===== config.mk =====
export PLATFORM = sky130hd
export DESIGN_NAME = svfloat_muldiv_arbiter
export DESIGN_NICKNAME = d
export VERILOG_FILES = /design/src/rtl/svfloat.sv /design/src/rtl/svfloat_muldiv.sv /design/src/rtl/svfloat_rr_arbiter.sv /design/src/rtl/svfloat_muldiv_arbiter.sv
export SDC_FILE = /design/constraint.sdc
export NUM_CORES = 2
export LEC_CHECK = 0
export BUFFER_PORTS_ARGS = -buffer_cell sky130_fd_sc_hd__buf_2
export CAP_MARGIN = 20
export CORE_MARGIN = 2
export CORE_UTILIZATION = 55
export CTS_CLUSTER_DIAMETER = 80
export CTS_CLUSTER_SIZE = 30
export DETAILED_ROUTE_END_ITERATION = 8
export GPL_TIMING_DRIVEN = 0
export HOLD_SLACK_MARGIN = 0.12
export PLACE_DENSITY = 0.75
export SYNTH_ARGS = -nofsm -noshare
export SYNTH_HDL_FRONTEND = slang
export SYNTH_SLANG_ARGS = --single-unit

===== constraint.sdc =====
create_clock -name clk -period 16.8 [get_ports clk]
set_clock_uncertainty 0.1 [all_clocks]
set_input_delay 1.68 -clock clk [delete_from_list [all_inputs] [get_ports clk]]
set_output_delay 1.68 -clock clk [all_outputs]
set_load 0.02 [all_outputs]

===== src/rtl/svfloat.sv =====
// rtl/svfloat.sv - float field layouts shared by the svfloat arithmetic blocks
package svfloat;

    typedef struct packed {
        logic        sign;
        logic [7:0]  exponent;
        logic [22:0] mantissa;
    } float32;

    typedef struct packed {
        logic        sign;
        logic [4:0]  exponent;
        logic [9:0]  mantissa;
    } float16;

endpackage


===== src/rtl/svfloat_muldiv.sv =====
// rtl/svfloat_muldiv.sv - fixed-latency float multiplier/divider, subnormals flushed, truncating
import svfloat::*;

module svfloat_muldiv #(
    parameter type   float        = float32,
    parameter string mode         = "mul",
    parameter int    plr_pre_mul  = 0,
    parameter int    plr_post_mul = 0
) (
    input  logic clk,
    input  float lhs,
    input  float rhs,
    output float result
);

    localparam int            ew   = $bits(lhs.exponent);
    localparam int            mw   = $bits(lhs.mantissa);
    localparam int            fw   = $bits(float);
    localparam logic [ew-1:0] emax = '1;
    localparam logic [ew+1:0] bias = (ew+2)'((1 << (ew - 1)) - 1);

    float a, b, r_comb;

    if (plr_pre_mul == 0) begin : g_pre_none
        assign a = lhs;
        assign b = rhs;
    end else begin : g_pre
        logic [plr_pre_mul-1:0][2*fw-1:0] pipe;
        // Operand pairs shift through the input stages; data only, never reset
        always_ff @(posedge clk) begin
            pipe[0] <= {lhs, rhs};
            for (int i = 1; i < plr_pre_mul; i++) pipe[i] <= pipe[i-1];
        end
        assign {a, b} = pipe[plr_pre_mul-1];
    end

    // Zero exponent is treated as zero, which flushes subnormal inputs
    logic a_zero, b_zero, a_inf, b_inf, a_nan, b_nan;
    assign a_zero = (a.exponent == '0);
    assign b_zero = (b.exponent == '0);
    assign a_inf  = (a.exponent == emax) && (a.mantissa == '0);
    assign b_inf  = (b.exponent == emax) && (b.mantissa == '0);
    assign a_nan  = (a.exponent == emax) && (a.mantissa != '0);
    assign b_nan  = (b.exponent == emax) && (b.mantissa != '0);

    logic [mw:0]   ma, mb;
    logic [ew+1:0] ea, eb;
    assign ma = {1'b1, a.mantissa};
    assign mb = {1'b1, b.mantissa};
    assign ea = {2'b00, a.exponent};
    assign eb = {2'b00, b.exponent};

    logic [ew+1:0] e_norm;
    logic [mw-1:0] m_norm;
    logic          sp_nan, sp_inf, sp_zero;

    if (mode == "div") begin : g_div
        logic [2*mw+2:0] num, den, q;
        logic            unused_q;
        assign num      = {ma, {(mw+2){1'b0}}};
        assign den      = {{(mw+2){1'b0}}, mb};
        assign q        = num / den;
        // Quotient lies in (0.5, 2); bit mw+2 set means ma >= mb
        assign m_norm   = q[mw+2] ? q[mw+1:2] : q[mw:1];
        assign e_norm   = ea - eb + bias - {{(ew+1){1'b0}}, ~q[mw+2]};
        assign sp_nan   = a_nan | b_nan | (a_zero & b_zero) | (a_inf & b_inf);
        assign sp_inf   = a_inf | b_zero;
        assign sp_zero  = a_zero | b_inf;
        assign unused_q = ^{q[2*mw+2:mw+3], q[0]};
    end else begin : g_mul
        logic [2*mw+1:0] prod;
        logic            unused_prod;
        assign prod        = {{(mw+1){1'b0}}, ma} * {{(mw+1){1'b0}}, mb};
        // Product lies in [1, 4); top bit set needs one extra exponent step
        assign m_norm      = prod[2*mw+1] ? prod[2*mw:mw+1] : prod[2*mw-1:mw];
        assign e_norm      = ea + eb - bias + {{(ew+1){1'b0}}, prod[2*mw+1]};
        assign sp_nan      = a_nan | b_nan | (a_inf & b_zero) | (a_zero & b_inf);
        assign sp_inf      = a_inf | b_inf;
        assign sp_zero     = a_zero | b_zero;
        assign unused_prod = ^prod[mw-1:0];
    end

    logic under, over;
    assign under = e_norm[ew+1] || (e_norm == '0);
    assign over  = (e_norm[ew:0] >= {1'b0, emax});

    // Special operands dominate; otherwise saturate to inf or flush to zero on range exit
    always_comb begin
        r_comb      = '0;
        r_comb.sign = a.sign ^ b.sign;
        if (sp_nan) begin
            r_comb.sign     = 1'b0;
            r_comb.exponent = emax;
            r_comb.mantissa = {1'b1, {(mw-1){1'b0}}};
        end else if (sp_inf || (!sp_zero && !under && over)) begin
            r_comb.exponent = emax;
        end else if (!sp_zero && !under) begin
            r_comb.exponent = e_norm[ew-1:0];
            r_comb.mantissa = m_norm;
        end
    end

    if (plr_post_mul == 0) begin : g_post_none
        assign result = r_comb;
    end else begin : g_post
        logic [plr_post_mul-1:0][fw-1:0] pipe;
        // Results shift through the output stages; data only, never reset
        always_ff @(posedge clk) begin
            pipe[0] <= r_comb;
            for (int i = 1; i < plr_post_mul; i++) pipe[i] <= pipe[i-1];
        end
        assign result = pipe[plr_post_mul-1];
    end

endmodule


===== src/rtl/svfloat_rr_arbiter.sv =====
// rtl/svfloat_rr_arbiter.sv - combinational round-robin grant search starting at ptr
module svfloat_rr_arbiter #(
    parameter int  n  = 4,
    localparam int iw = (n > 1) ? $clog2(n) : 1
) (
    input  logic [n-1:0]  req,
    input  logic [iw-1:0] ptr,
    output logic [n-1:0]  grant_onehot,
    output logic [iw-1:0] grant_idx,
    output logic          any
);

    logic [iw-1:0] cand;

    // First requesting index at or after ptr, wrapping at n
    always_comb begin
        grant_onehot = '0;
        grant_idx    = '0;
        any          = 1'b0;
        cand         = '0;
        for (int k = 0; k < n; k++) begin
            cand = iw'((int'(ptr) + k) % n);
            if (!any && req[cand]) begin
                any                = 1'b1;
                grant_idx          = cand;
                grant_onehot[cand] = 1'b1;
            end
        end
    end

endmodule


===== src/rtl/svfloat_muldiv_arbiter.sv =====
// rtl/svfloat_muldiv_arbiter.sv - round-robin share of one svfloat_muldiv with tagged result FIFO; SVFLOAT_MULDIV_ARB_STATS_EN adds counters
import svfloat::*;

module svfloat_muldiv_arbiter #(
    parameter type   float        = float32,
    parameter string mode         = "mul",
    parameter int    n_req        = 4,
    parameter int    plr_pre_mul  = 0,
    parameter int    plr_post_mul = 0,
    parameter int    fifo_depth   = 4,
    localparam int   fw           = $bits(float),
    localparam int   tag_width    = (n_req > 1) ? $clog2(n_req) : 1
) (
    input  logic                 clk,
    input  logic                 rst,
    input  logic [n_req-1:0]     req_valid,
    output logic [n_req-1:0]     req_ready,
    input  logic [n_req*fw-1:0]  req_lhs,
    input  logic [n_req*fw-1:0]  req_rhs,
    output logic                 res_valid,
    input  logic                 res_ready,
    output logic [fw-1:0]        res_data,
    output logic [tag_width-1:0] res_tag
`ifdef SVFLOAT_MULDIV_ARB_STATS_EN
    ,
    output logic [31:0]          stat_issued,
    output logic [31:0]          stat_stalled
`endif
);

    localparam int L     = plr_pre_mul + plr_post_mul;
    localparam int cnt_w = $clog2(fifo_depth + 1);
    localparam int aw    = (fifo_depth > 1) ? $clog2(fifo_depth) : 1;

    logic [tag_width-1:0]    ptr, grant_idx, push_tag;
    logic [n_req-1:0]        grant_onehot;
    logic                    any_req, can_issue, issue, push, pop;
    logic [cnt_w-1:0]        inflight_cnt, fifo_cnt;
    logic [aw-1:0]           wr_ptr, rd_ptr;
    logic [fw+tag_width-1:0] mem [fifo_depth];
    float                    unit_lhs, unit_rhs, unit_res;

    svfloat_rr_arbiter #(.n(n_req)) u_arb (
        .req          (req_valid),
        .ptr          (ptr),
        .grant_onehot (grant_onehot),
        .grant_idx    (grant_idx),
        .any          (any_req)
    );

    // Credits come from registered counts only: a slot freed by a pop is usable next cycle
    assign can_issue = ({1'b0, inflight_cnt} + {1'b0, fifo_cnt}) < (cnt_w+1)'(fifo_depth);
    assign req_ready = rst ? '0 : (grant_onehot & {n_req{can_issue}});
    assign issue     = any_req && can_issue && !rst;

    // Unit sees zero operands on idle cycles
    assign unit_lhs = issue ? float'(req_lhs[grant_idx*fw +: fw]) : '0;
    assign unit_rhs = issue ? float'(req_rhs[grant_idx*fw +: fw]) : '0;

    svfloat_muldiv #(
        .float        (float),
        .mode         (mode),
        .plr_pre_mul  (plr_pre_mul),
        .plr_post_mul (plr_post_mul)
    ) u_unit (
        .clk    (clk),
        .lhs    (unit_lhs),
        .rhs    (unit_rhs),
        .result (unit_res)
    );

    if (L == 0) begin : g_tag_direct
        assign push     = issue;
        assign push_tag = grant_idx;
    end else begin : g_tag_pipe
        logic [L-1:0]                sr_valid;
        logic [L-1:0][tag_width-1:0] sr_tag;
        // Issue marker travels alongside the unit; clearing it on reset hides stale unit output
        always_ff @(posedge clk or posedge rst) begin
            if (rst) begin
                sr_valid <= '0;
                sr_tag   <= '0;
            end else begin
                sr_valid[0] <= issue;
                sr_tag[0]   <= grant_idx;
                for (int i = 1; i < L; i++) begin
                    sr_valid[i] <= sr_valid[i-1];
                    sr_tag[i]   <= sr_tag[i-1];
                end
            end
        end
        assign push     = sr_valid[L-1];
        assign push_tag = sr_tag[L-1];
    end

    assign res_valid           = (fifo_cnt != '0);
    assign pop                 = res_valid && res_ready;
    assign {res_tag, res_data} = mem[rd_ptr];

    // Round-robin pointer advances past the requester just served
    always_ff @(posedge clk or posedge rst) begin
        if (rst) begin
            ptr <= '0;
        end else if (issue) begin
            ptr <= (grant_idx == tag_width'(n_req - 1)) ? '0 : grant_idx + tag_width'(1);
        end
    end

    // Credits held by results issued but not yet pushed
    always_ff @(posedge clk or posedge rst) begin
        if (rst) begin
            inflight_cnt <= '0;
        end else if (issue && !push) begin
            inflight_cnt <= inflight_cnt + cnt_w'(1);
        end else if (push && !issue) begin
            inflight_cnt <= inflight_cnt - cnt_w'(1);
        end
    end

    // Circular buffer pointers and occupancy; push and pop may coincide even when full
    always_ff @(posedge clk or posedge rst) begin
        if (rst) begin
            wr_ptr   <= '0;
            rd_ptr   <= '0;
            fifo_cnt <= '0;
        end else begin
            if (push) wr_ptr <= (wr_ptr == aw'(fifo_depth - 1)) ? '0 : wr_ptr + aw'(1);
            if (pop)  rd_ptr <= (rd_ptr == aw'(fifo_depth - 1)) ? '0 : rd_ptr + aw'(1);
            if (push && !pop) begin
                fifo_cnt <= fifo_cnt + cnt_w'(1);
            end else if (pop && !push) begin
                fifo_cnt <= fifo_cnt - cnt_w'(1);
            end
        end
    end

    // Result storage; only entries between the read and write pointers are meaningful
    always_ff @(posedge clk) begin
        if (push) mem[wr_ptr] <= {push_tag, unit_res};
    end

    // The unit cannot stall, so a push into a full FIFO without a pop would lose a result
    a_no_overflow: assert property (@(posedge clk) disable iff (rst)
        !(push && !pop && (fifo_cnt == cnt_w'(fifo_depth))));

`ifdef SVFLOAT_MULDIV_ARB_STATS_EN
    // Issue count and cycles where someone waited but nothing issued; both wrap
    always_ff @(posedge clk or posedge rst) begin
        if (rst) begin
            stat_issued  <= '0;
            stat_stalled <= '0;
        end else begin
            if (issue) stat_issued <= stat_issued + 32'd1;
            if ((|req_valid) && !issue) stat_stalled <= stat_stalled + 32'd1;
        end
    end
`endif

endmodule

=== Word-level counts from Yosys, hierarchy flattened ===
Memories as Yosys holds them, arrays and structs flattened.
Index checks and enable logic that the tools add are counted.

* Add/subtract/negate cells: 11
* Multiply operators: 1
* $lt $le $gt $ge: 10
* Equality and inequality tests: 5
* Shifts and indexed selects: 2
* Multiplexer cells: 44
* Bitwise operators: 12
* Reductions and logical operators: 37

{| class="wikitable"
|+ Operators by type and width
! kind !! number
|-
| variable part select 128 x 8 -> 32 bit || 2
|-
| two-way mux 32 bit || 2
|-
| two-way mux 31 bit || 2
|-
| multiplier 24 x 24 -> 48 bit || 1
|-
| logical NOT 23 bit || 2
|-
| two-way mux 23 bit || 2
|-
| nonzero test 23 bit || 2
|-
| two-way mux 4 bit || 5
|-
| logical AND 1 bit || 18
|-
| == test 8 bit (second input constant) || 2
|-
| logical NOT 8 bit || 2
|-
| two-way mux 1 bit || 15
|-
| two-way mux 2 bit || 7
|-
| less-than comparator 2 x 3 -> 1 bit (second input constant) || 4
|-
| OR 4 bit || 3
|-
| adder 10 x 1 -> 10 bit || 1
|-
| logical NOT 10 bit || 1
|-
| subtractor 10 x 7 -> 10 bit (second input constant) || 1
|-
| adder 8 x 8 -> 9 bit || 1
|-
| >= comparator 9 x 8 -> 1 bit (second input constant) || 1
|-
| adder 2 x 1 -> 2 bit (second input constant) || 4
|-
| binary-select mux 1 bit (select 2 bit) || 4
|-
| demux 1 bit (select 2 bit) || 4
|-
| >= comparator 2 x 1 -> 1 bit (second input constant) || 4
|-
| other kinds (15) || 32
|}

* Register bits after elaboration: 9
* Memory bits (writable): 136
* Input port bits: 263
* Output and inout bits: 39
* Word-level logic and storage cells: 127
* Memories: 1

{| class="wikitable"
|+ Memories
! memory !! words !! width !! rd ports !! clocked after memory_dff !! write ports !! RTL line !! RTL
|-
| mem || 4 || 34 || 1 || 0 || 1 || svfloat_muldiv_arbiter.sv:40 || <nowiki>logic [fw+tag_width-1:0] mem [fifo_depth];</nowiki>
|}

=== Depth between registers and ports, before layout ===
* Word-level depth: 26
* Mapped depth: 59
* Gate-level depth less buffers: 51

=== Modules after synthesis ===
Synthesis repeated with hierarchy kept, for this count alone.

* Cells, all modules: 2744
* Area total of the unflattened synthesis: 27526.4 sq um

{| class="wikitable"
|+ Modules (own cells, without submodules)
! module !! instances !! cells each !! area an instance (sq um) !! sequential area each (sq um)
|-
| svfloat_muldiv || 1 || 2323 || 19707.7 || 0.0
|-
| svfloat_muldiv_arbiter || 1 || 376 || 7399.6 || 4309.1
|-
| svfloat_rr_arbiter || 1 || 45 || 419.2 || 0.0
|}

=== Worst setup path before layout ===
OpenSTA, ideal clock, no wires.

* Kind: input-to-reg
* Start point: in req_valid[0]
* End point: mem mem[0][17] (netlist name) (data pin)
* Setup time: 0.275 ns
* Data arrival time: 12.833 ns
* Data required time: 16.425 ns
* Setup slack: 3.592 ns
* Stages: 50
* Buffers on the path: 9
* Path through: buf_2 -> or3b_1 -> a2111o_1 -> nand2_2 -> o21ai_2 -> inv_2 -> buf_2 -> buf_2 -> buf_1 -> buf_1 -> mux2i_1 -> nand2_1 -> fa_1 -> inv_1 -> fa_1 -> inv_1 -> fa_1 -> inv_1 -> (+14 left out) -> o22ai_1 -> a211oi_2 -> o21bai_2 -> xnor2_4 -> buf_2 -> ha_1 -> inv_1 -> ha_1 -> and3_1 -> nand3_1 -> nor2_1 -> or3_1 -> a21o_1 -> and3_1 -> buf_2 -> nand3_4 -> buf_2 -> o22ai_1

{| class="wikitable"
|+ RTL lines
! what !! RTL line !! RTL
|-
| start: declaration || svfloat_muldiv_arbiter.sv:16 || <nowiki>input logic [n_req-1:0] req_valid,</nowiki>
|-
| end: declaration || svfloat_muldiv_arbiter.sv:40 ||
|}

==> summary.md <==
| Metric | Value |
|---|---|
| Status | finished clean |
| Initial antenna violation count | 11 |
| DR DRC count | 0 |
| Final WS setup | 326.8 ps |
| Hold Violations, Final | 0 |
| Share of the synthesized area in the top cell type | 33.93% |
| Critical Path AT | 16550 ps |
| Worst R2R End | mem[0][2] |
| Vias in the first global route | 26500 |
| CP startpoint | req_valid[3] |
| CP top delay family | adder cells |
| Register bit total from synthesis | 145 |
| Rows | 83 |
| Postcts setup bufs | 0 |
| Port bufs | 300 |
| RR Startpoint | ptr[1] |
| Netlist cell types | 87 |
| Fraction of layout cells with a size suffix above 1 | 15.24% |
| Top FF cell, synth | edfxtp_1 |
| Clock root cell | clkbuf_16 |
| DR vias | 25600 |
| Critical Path Source Type | primary input |
| Grt met1 use | 54.34% |
| Hold Crit Start | fifo_cnt[0] |
| Clk slew on worst S/H paths | 90 ps |
| Final Setup Violations | 0 |
| All-Layer GR Usage | 44.25% |
| Die width | 231.6 um |
| Rel. slew slack | 14.07% |
| Synthesis-to-finish area growth | 11.54% |
| Max frequency | 60.70 MHz |
| Most Used Layer, Global Route | met2 |
| Critical path endpoint category | flop |
| Worst-Skew Late Latency | 450 ps |
| Max FO, Critical Path | 10 |
| WL/cell | 27.71 um |
| Vias per Instance | 6.189 |
| Clock buffer depth | 2 |
| Post-synth top cells | 585 x inv_1, 496 x nand2_1, 483 x fa_1, 296 x nor2_1, 193 x ha_1 |
| WL final | 114600 um |
| Number of synthesized flops with an enable pin | 136 |
| Min-Delay Path Class | flop to flop |
| Die area | 53640 um^2 |
| I/O pin count | 302 |
| HPWL after DPL | 96340 um |
| Synth Cell Area | 28490 um^2 |
| Overflow after GRT | 0 |
| Largest cells by area after synthesis | fa_1 34%, edfxtp_1 14%, ha_1 8.5%, inv_1 7.7%, nand2_1 6.5% |
| Max stage delay on crit path | 860 ps |
| Final period utilization | 98.05% |
| Cells after Synth | 3090 |
| RePlAce Congestion | 1.058 |
| Cts hold-fix bufs | 0 |
| Grt met3 use | 17.97% |
| First-iteration detailed-routing DRC count | 3023 |
| Worst Hold End | fifo_cnt[0] |
| WHS Path Cells | 1 |
| Fin crit period | 16470 ps |
| Filler cells | 4532 |
| CP most frequent cell | fa_1 |
| CTS tree | built |
| Yosys warns | 0 |
| H-tree depth | 4 |
| Worst R2R Path Depth | 48 |
| Antenna-violating nets left | 0 |
| Buf/Inv on CP | 14 |
| Sequential element share of the synthesized area | 15.12% |
| First-pass GRT wire length | 170500 um |
| Core ar. | 51300 um^2 |
| Met2 Track Usage GR | 64.44% |
| Post-synth ARST share | 6.207% |
| Critical path type | primary input to flop |
| CP max stage cell | a31oi_1 |
| Final Net Count | 4371 |
| Top-count cell post-synth | inv_1 |
| Worst path required time | 16870 ps |
| Flop2flop setup slack | 470 ps |
| Pin count of the biggest net entering global routing | 35 |
| Slew @ Worst Pin | 1253 ps |
| Slew Limit Fails | 0 |
| Clock Sinks | 145 |
| Initial Util | 55.54% |
| CTS Buf Count | 17 |
| Post-place setup slack | -1245 ps |
| Yosys top cell by area | fa_1 |
| Syn Area/Cell | 9.221 um^2 |
| Drt pass-1 iters | 6 |
| Max Cap Viol | 0 |
| Die height | 231.6 um |
| Synthesized netlist net count | 4029 |
-- what timing repair did --
item	CTS	global route
pin swaps	0	1
endpoints found under the setup margin	124	120
hold endpoints to repair	0	0
gates resized for setup	9	23
-- cell usage in the layout (no fill, tap or decap), types with 38 or more instances in the layout --
master,n
and3_1,40
nand3_1,45
inv_1,585
nand2_1,496
buf_2,324
mux2i_1,111
a21oi_1,56
nor4_1,45
clkbuf_1,70
nor2_1,291
edfxtp_1,136
mux4_2,49
ha_1,193
a21o_1,38
o21ai_0,48
fa_1,483
-- flip-flops by register name, indices dropped and copies added, names as in the netlist --
| register | count |
|---|---|
| fifo_cnt | 3 |
| mem | 136 |
| ptr | 2 |
| rd_ptr | 2 |
| wr_ptr | 2 |
-- worst max-delay path by stage --
| stage | end | cells after the start |
|---|---|---|
| floorplan | mem[0][17] | 50 |
| global placement | mem[1][17] | 47 |
| detailed placement | mem[2][17] | 45 |
| CTS | mem[2][17] | 47 |
| global route | mem[2][17] | 52 |
| finish | mem[0][2] | 47 |
-- logic make-up (layout without fill, tap and decap cells) --
family,Yosys count,after routing,synth area share [%]
buf+inv,707,1062,9.599
mux,178,178,8.462
other cells,0,11,0
fa+ha+maj,676,676,42.41
compound gates,246,246,5.774
simple gates,1090,1090,17.09
flops,145,145,15.12
xor+xnor,48,48,1.541
-- worst reg2reg max path, delay by kind of cell, from the launching register on --
kind | cells | cell delay [ps]
adders and majority gates | 10 | 4350
buffers and inverters | 15 | 3970
and+or+nand+nor | 12 | 3410
AOI/OAI and AO/OA | 9 | 2590
muxes | 1 | 970
DFF | 1 | 450
xor gates and xnor gates | 1 | 210
-- through the flow --
stage	hold WS [ps]	util (%)	setup TNS [ps]	instances	cell area, um^2
finish	442.8	61.95	0	4136	31780
global route	471.9	61.92	-248.4	4130	31770
CTS	440.0	61.70	0	4122	31650
detailed placement	424.6	60.54	-105530	4090	31060
global placement	426.2	60.13	-120980	4070	30850
floorplan	397.7	-	0	3090	28490
-- layer usage --
metal | wire length [um] | vias up
met1 | 40380 | 12620
li1 | - | 10600
met5 | 42 | -
met2 | 48040 | 1903
met3 | 16560 | 472
met4 | 9606 | 6
-- area by class of cell --
cell class / count / area, um^2 / share of cell area [%]
inverter: 591 / 2220 / 6.984
sequential: 145 / 4309 / 13.56
multi-input combinational: 2238 / 21550 / 67.80
clock inverter: 15 / 138.9 / 0.4370
tap: 680 / 850.8 / 2.677
timing repair buffer: 323 / 1727 / 5.433
clock buffer: 17 / 425.4 / 1.339
buffer: 116 / 536.8 / 1.689
antenna: 11 / 27.53 / 0.08661
Power is left out: the tool's default activity adds up to more than one toggle a clock period on the data nets, which glitch-free logic cannot reach.
